--- src/rtl/input_sequence_check.sv ---
`default_nettype none
// ============================================================================
// Module      : input_sequence_check
// Description : Checks a 4-step player button sequence against a latched
//               8-bit pattern, one press and release per step. Define
//               SIMON_TIMEOUT_EN to add a per-press timeout of
//               TIMEOUT_CYCLES clock cycles.
// Revision    : 1.0 - initial release
// ============================================================================
module input_sequence_check #(
    parameter int unsigned TIMEOUT_CYCLES = 1000
) (
    input  logic       clock,
    input  logic       resetn,
    input  logic [7:0] sequence_in,
    input  logic       begin_signal,
    input  logic [3:0] buttons,
    output logic [7:0] entered,
    output logic [2:0] step_count,
    output logic       busy,
    output logic       done,
    output logic       match,
    output logic       timeout
);

    typedef enum logic [1:0] {
        S_IDLE         = 2'd0,
        S_WAIT_PRESS   = 2'd1,
        S_WAIT_RELEASE = 2'd2,
        S_DONE         = 2'd3
    } state_t;

    if ((TIMEOUT_CYCLES < 2) || (TIMEOUT_CYCLES > 32'h000F_FFFF)) begin : g_param_check
        $error("TIMEOUT_CYCLES must be within 2..2^20-1");
    end

    state_t     r_state;
    state_t     w_state_next;
    logic [7:0] r_seq;
    logic [7:0] w_seq_next;
    logic [7:0] r_entered;
    logic [7:0] w_entered_next;
    logic [2:0] r_step;
    logic [2:0] w_step_next;
    logic       r_match;
    logic       w_match_next;
    logic       r_begin_d;

    logic       w_begin_rise;
    logic       w_one_hot;
    logic [1:0] w_code;
    logic [2:0] w_shift;
    logic [1:0] w_exp_code;

`ifdef SIMON_TIMEOUT_EN
    localparam logic [19:0] c_timer_last = 20'(TIMEOUT_CYCLES - 1);

    logic [19:0] r_timer;
    logic [19:0] w_timer_next;
    logic        r_timeout;
    logic        w_timeout_next;
`endif

    assign w_begin_rise = begin_signal & ~r_begin_d;
    assign w_one_hot    = (buttons != 4'd0) && ((buttons & (buttons - 4'd1)) == 4'd0);

    // Step k lives at bit offset 6-2k; for k in 0..3 that is {~k, 0}.
    assign w_shift    = {~r_step[1:0], 1'b0};
    assign w_exp_code = 2'(r_seq >> w_shift);

    always_comb begin
        w_code = 2'd0;
        case (buttons)
            4'b0010: w_code = 2'd1;
            4'b0100: w_code = 2'd2;
            4'b1000: w_code = 2'd3;
            default: w_code = 2'd0;
        endcase
    end

    always_ff @(posedge clock or negedge resetn) begin
        if (!resetn) begin
            r_state   <= S_IDLE;
            r_seq     <= 8'd0;
            r_entered <= 8'd0;
            r_step    <= 3'd0;
            r_match   <= 1'b0;
            r_begin_d <= 1'b1;
`ifdef SIMON_TIMEOUT_EN
            r_timer   <= 20'd0;
            r_timeout <= 1'b0;
`endif
        end else begin
            r_state   <= w_state_next;
            r_seq     <= w_seq_next;
            r_entered <= w_entered_next;
            r_step    <= w_step_next;
            r_match   <= w_match_next;
            r_begin_d <= begin_signal;
`ifdef SIMON_TIMEOUT_EN
            r_timer   <= w_timer_next;
            r_timeout <= w_timeout_next;
`endif
        end
    end

    always_comb begin
        w_state_next   = r_state;
        w_seq_next     = r_seq;
        w_entered_next = r_entered;
        w_step_next    = r_step;
        w_match_next   = r_match;
`ifdef SIMON_TIMEOUT_EN
        w_timer_next   = r_timer;
        w_timeout_next = r_timeout;
`endif
        case (r_state)
            S_IDLE: begin
                if (w_begin_rise) begin
                    w_state_next   = S_WAIT_PRESS;
                    w_seq_next     = sequence_in;
                    w_entered_next = 8'd0;
                    w_step_next    = 3'd0;
                    w_match_next   = 1'b0;
`ifdef SIMON_TIMEOUT_EN
                    w_timer_next   = 20'd0;
                    w_timeout_next = 1'b0;
`endif
                end
            end
            S_WAIT_PRESS: begin
                if (!begin_signal) begin
                    w_state_next = S_IDLE;
                    w_match_next = 1'b0;
                end else if (w_one_hot) begin
                    // A valid press beats a same-cycle timer expiry.
                    w_entered_next = r_entered | (8'(w_code) << w_shift);
                    w_step_next    = r_step + 3'd1;
                    if (w_code == w_exp_code) begin
                        w_state_next = S_WAIT_RELEASE;
                    end else begin
                        w_state_next = S_DONE;
                        w_match_next = 1'b0;
                    end
                end
`ifdef SIMON_TIMEOUT_EN
                else if (r_timer == c_timer_last) begin
                    w_state_next   = S_DONE;
                    w_match_next   = 1'b0;
                    w_timeout_next = 1'b1;
                end else begin
                    w_timer_next = r_timer + 20'd1;
                end
`endif
            end
            S_WAIT_RELEASE: begin
                if (!begin_signal) begin
                    w_state_next = S_IDLE;
                    w_match_next = 1'b0;
                end else if (buttons == 4'd0) begin
                    if (r_step == 3'd4) begin
                        w_state_next = S_DONE;
                        w_match_next = 1'b1;
                    end else begin
                        w_state_next = S_WAIT_PRESS;
`ifdef SIMON_TIMEOUT_EN
                        w_timer_next = 20'd0;
`endif
                    end
                end
            end
            S_DONE: begin
                if (!begin_signal) begin
                    w_state_next = S_IDLE;
                end
            end
            default: w_state_next = S_IDLE;
        endcase
    end

    assign entered    = r_entered;
    assign step_count = r_step;
    assign busy       = (r_state == S_WAIT_PRESS) || (r_state == S_WAIT_RELEASE);
    assign done       = (r_state == S_DONE);
    assign match      = r_match;
`ifdef SIMON_TIMEOUT_EN
    assign timeout    = r_timeout;
`else
    assign timeout    = 1'b0;
`endif

endmodule
`default_nettype wire

--- config.mk ---
export PLATFORM = sky130hd
export DESIGN_NAME = input_sequence_check
export DESIGN_NICKNAME = d
export VERILOG_FILES = /design/src/rtl/input_sequence_check.sv
export SDC_FILE = /design/constraint.sdc
export NUM_CORES = 1
export LEC_CHECK = 0
export CELL_PAD_IN_SITES_DETAIL_PLACEMENT = 0
export CELL_PAD_IN_SITES_GLOBAL_PLACEMENT = 1
export CORE_MARGIN = 2
export CORE_UTILIZATION = 40
export CTS_CLUSTER_SIZE = 14
export DETAILED_ROUTE_END_ITERATION = 8
export GPL_TIMING_DRIVEN = 0
export PLACE_DENSITY_LB_ADDON = 0.1
export SLEW_MARGIN = 20
export SYNTH_ARGS = -nofsm -noshare
export SYNTH_HDL_FRONTEND = slang
export SYNTH_SLANG_ARGS = --single-unit
export TNS_END_PERCENT = 1
--- constraint.sdc ---
create_clock -name clock -period 5.4 [get_ports clock]
set_clock_uncertainty 0.2 [all_clocks]
set_input_delay 1.08 -clock clock [delete_from_list [all_inputs] [get_ports clock]]
set_output_delay 1.08 -clock clock [all_outputs]
set_load 0.05 [all_outputs]
**Word level (Yosys, flattened, before mapping)**

Index checks and enable logic that the tools add are counted.

- Flip-flop bits (word level): 23
- Output and inout port bits: 15
- Input port bits: 15
- Word-level logic and storage cells: 69

- Multiplexer cells: 26
- Add/subtract/negate cells: 2
- Reduce and logical (&&, ||, !) cells: 12
- Eq/ne operators: 16
- Shifts and indexed selects: 2
- Bitwise gates (word level): 5

Operator list:

| operator | count |
|---|---|
| 8-bit two-way mux | 3 |
| 8-bit one-hot mux with 2 select lines | 1 |
| 2-bit two-way mux | 7 |
| 3-bit != test (second input constant) | 4 |
| 3-bit two-way mux | 3 |
| 4-bit zero test | 2 |
| 1-bit two-way mux | 8 |
| 2-bit != test (second input constant) | 4 |
| 8-bit bitwise OR | 1 |
| 2-bit one-hot mux with 4 select lines | 1 |
| 4-bit AND reduction | 2 |
| 2-bit by 3-bit << shifter with 8-bit output | 1 |
| 8-bit by 3-bit right shift with 2-bit output | 1 |
| 2-bit one-hot mux with 3 select lines | 1 |
| 3-bit one-hot mux with 2 select lines | 1 |
| 6-bit AND reduction | 1 |
| 4-bit AND | 1 |
| 2-bit equality test (second input constant) | 2 |
| 4-bit by 2-bit equality test with 1-bit output (second input constant) | 1 |
| 4-bit by 3-bit equality test with 1-bit output (second input constant) | 1 |
| 4-bit equality test (second input constant) | 1 |
| 4-bit nonzero test | 1 |
| 4-bit by 1-bit subtractor with 4-bit output (second input constant) | 1 |
| 3-bit by 1-bit adder with 3-bit output (second input constant) | 1 |
| other kinds (13) | 13 |

**Longest topological paths before layout**

- Depth in word-level cells: 7
- Depth in mapped cells: 8
- Gate-level depth less buffers: 7

**Least setup slack after synthesis**

No wires, ideal clock.

- Kind: input to register
- From: input buttons[1]
- To: register r_step[2], in the netlist step_count[2]
- Data arrival time: 2.591 ns
- Data required time: 5.080 ns
- Setup slack: 2.489 ns
- Library setup time: 0.120 ns
- Stages on the path: 5
- Cell sequence: or4b_2 > and2_4 > a311oi_4 > a21oi_1 > a31o_2

- Longest elaborated chain between the ends: 6
- Elaborated cells on any way between the ends: 7
- Classes of those cells: 1 x add/sub; 1 x eq/ne; 1 x bitwise; 4 x reduce/logical

Ends and longest elaborated chain:

| what | line | RTL |
|---|---|---|
| from (decl) | 17 | `input logic [3:0] buttons,` |
| 4-bit by 1-bit subtractor with 4-bit output | 65 | `assign w_one_hot = (buttons != 4'd0) && ((buttons & (buttons - 4'd1)) == 4'd0);` |
| 4-bit AND | 65 |  |
| 4-bit zero test | 65 |  |
| 1-bit logical AND (*) | 65 |  |
| 2-bit != test (no line) (*) | - |  |
| 4-bit AND reduction (no line) (*) | - |  |
| to (signal assigned) | 97 | `r_step <= w_step_next;` |
| to (decl) | 43 | `logic [2:0] r_step;` |

Mark *: on every way between the ends. The rest lies on a longest branch, timed or not.
A chain may end at the register's enable or synchronous reset.

**Final worst setup path**

- From: input begin_signal
- To: register r_entered[5], in the netlist entered[5]

- Longest elaborated chain between the ends: 3
- Elaborated cells on any way between the ends: 4
- Classes of those cells: 2 x eq/ne; 1 x bitwise; 1 x reduce/logical

Ends and longest elaborated chain:

| what | line | RTL |
|---|---|---|
| from (decl) | 16 | `input logic begin_signal,` |
| 1-bit AND | 64 | `assign w_begin_rise = begin_signal & ~r_begin_d;` |
| 2-bit != test (no line) | - |  |
| 4-bit AND reduction (no line) (*) | - |  |
| to (signal assigned) | 96 | `r_entered <= w_entered_next;` |
| to (decl) | 41 | `logic [7:0] r_entered;` |

Marks and branches as above.

==> flow_summary.json <==
{
  "synth.avg_cell_area_sq_um": 11.5,
  "dieWidth_um": 60.5,
  "ir_drop_mv": 0.288,
  "min_from": "entered[7]",
  "finalCriticalPeriod_ns": 3.27,
  "fmax_ghz": 0.306,
  "arrival_ns": 3.28,
  "start_util_pct": 41.8,
  "ys_ff_latch": 23,
  "fillers": 297,
  "grt_pass1_wl_um": 4440,
  "core_area_sq_um": 3050,
  "nNetsFinal": 165,
  "yosysWarningCount": 0,
  "post-cts-setup-buffer-count": 0,
  "synth_top_area_share_pct": 43.1,
  "num_antenna_cells": 0,
  "cts_tree": "done",
  "drive_gt1_share_pct": 18.9,
  "seq_area_frac_synth_pct": 45.2,
  "clock_latency_ns": 0.31,
  "drc": 0,
  "chipHeight_um": 60.5,
  "cp-end-kind": "flip-flop",
  "dieArea_sq_um": 3660,
  "drv_slew": 0,
  "wl_per_cell_um": 14.3,
  "status": "complete, no violations",
  "synth_edf_count": 0,
  "crit_required_ns": 5.41,
  "hold_viol_final": 0,
  "finalCritPeriodShare_pct": 60.5,
  "synth_cell_types": 38,
  "htreeDepth": 1,
  "vias": 986,
  "routed_wl_um": 2670,
  "synthesis.area_sq_um": 1280,
  "grt_max_degree": 24,
  "ys_top_cells_by_area": "dfrtp_1 (43%), a32o_1 (7.1%), mux2_2 (7.1%)",
  "synth-main-ff-cell": "dfrtp_1",
  "routabilityCongestion": 0.736,
  "grt-ovfl-total": 0,
  "dp_hpwl_um": 2000,
  "tightest_slew_ns": 0.516,
  "cts_root_buf": "clkbuf_4",
  "crit_start": "begin_signal",
  "timing.rr.start": "r_state[0]",
  "clock_path_buffers": 2,
  "grt_pass1_vias": 986,
  "p_leak_uw": 0.000699,
  "synthArstFlopShare_pct": 100,
  "port_buffers": 28,
  "area_growth_pct": 27.9,
  "io_pins": 30,
  "crit_fanout": 10,
  "postRouteAntennaNets": 0,
  "path_clk_slew_ns": 0.12,
  "core.rowCount": 20,
  "via_per_inst": 5.27,
  "cap_violations": 0,
  "yosysTopAreaCell": "dfrtp_1",
  "drtPass1Iterations": 4,
  "worstHoldPathType": "reg -> reg",
  "cts_hold_buf": 0,
  "cts_buffers": 3,
  "start_kind": "input port",
  "setup_violations": 0,
  "cts_sinks": 23,
  "cts_resized": 0,
  "criticalPathCategory": "in -> reg",
  "syn_inst": 111,
  "fin_util_pct": 53.5,
  "antenna_found_initial": 0,
  "syn_nets": 132,
  "slew_headroom_pct": 65.5,
  "drtIter0Drc": 23,
  "powerDensity_nw_per_um2": 535,
  "gr-usage-all-layers_pct": 16.7,
  "tns_ns": 0,
  "rsz0062_at_grt": "no"
}
[metrics by stage]
step	power, uW	cells	hold WS [ns]	worst slack, ns	area, sq um
after floorplan	661	111	0.274	2.49	1280
after global placement	792	183	0.279	1.77	1610
after detailed placement	805	183	0.288	1.73	1610
after CTS	887	187	0.317	2.10	1640
after global routing	943	187	0.326	1.99	1630
final	873	187	0.311	2.13	1630
[cells in the final DEF (no fill, tap or decap), drive strengths merged, types with 3 or more instances in the layout]
cell type      synthesis  routed
clkdlybuf4s50          0      27
dfrtp                 22      22
a32o                   9       9
nor2                   8       8
mux2                   8       8
inv                    6       6
ha                     6       6
clkbuf                 2       6
nand2                  5       5
o21ai                  5       5
nand3                  5       5
a21o                   3       3
a21oi                  3       3
and3                   3       3
buf                    2       3
[routing by layer]
| layer | GRT usage (%) | vias to the layer above | wire length, um |
|---|---|---|---|
| li1 | - | 487 | - |
| met5 | 0 | - | 0 |
| met2 | 26.7 | 19 | 1290 |
| met1 | 22.1 | 475 | 1240 |
| met3 | 3.20 | 5 | 91 |
| met4 | 7.45 | 0 | 47 |
[Yosys cell counts, drive strengths merged (2+ instances only)]
| cell | n |
|---|---|
| clkbuf | 2 |
| inv | 6 |
| ha | 6 |
| dfrtp | 22 |
| nor2 | 8 |
| o21ai | 5 |
| and2 | 2 |
| nand3b | 2 |
| a21o | 3 |
| buf | 2 |
| mux2 | 8 |
| nand2 | 5 |
| mux4 | 2 |
| a32o | 9 |
| and3 | 3 |
| or4b | 2 |
| a21oi | 3 |
| nand3 | 5 |
[power breakdown]
group	switching, uW	internal (uW)
clock	49.5	28.9
sequential	50.4	235
combinational	291	218
total	391	482
[area by class of cell]
class	instances	area, sq um	share of cell area, %
Buffer	4	36.3	2.22
Clock buffer	4	26.3	1.61
Inverter	6	22.5	1.38
Multi-Input combinational cell	78	642	39.3
Sequential cell	23	577	35.3
Tap cell	44	55.1	3.37
Timing Repair Buffer	28	275	16.8
[cell families after synthesis]
kind of cell / share of synthesized area [%]
xor+xnor: 1.37
simple gates: 14.1
other cells: 0.294
mux: 10.6
fa+ha+maj: 5.88
compound gates: 18.0
flops: 45.2
buf+inv: 4.60
[path summary, 6_finish.rpt]
kind                                   end  slack (ns)  cells past startpoint
worst max-delay path            entered[5]        2.13                      6
worst min-delay path            entered[7]        0.31                      1
worst max register to register  entered[5]        2.75                      7
worst min register to register  entered[7]        0.31                      1
max in group asynchronous        r_begin_d        4.11                      1
min in group asynchronous       entered[5]        0.53                      1
[registers in the layout, indices dropped and copies added, names as in the netlist]
signal      flops
match           1
r_begin_d       1
r_seq           8
r_state         2
entered         8
step_count      3
[critical path, stage by stage]
cell	delay [ns]
clkdlybuf4s50_1	0.62
nand3b_1	0.38
or2_2	0.40
clkbuf_1	0.24
and3_1	0.29
a32o_1	0.28
No activity file was read; power rests on OpenSTA's default activity.
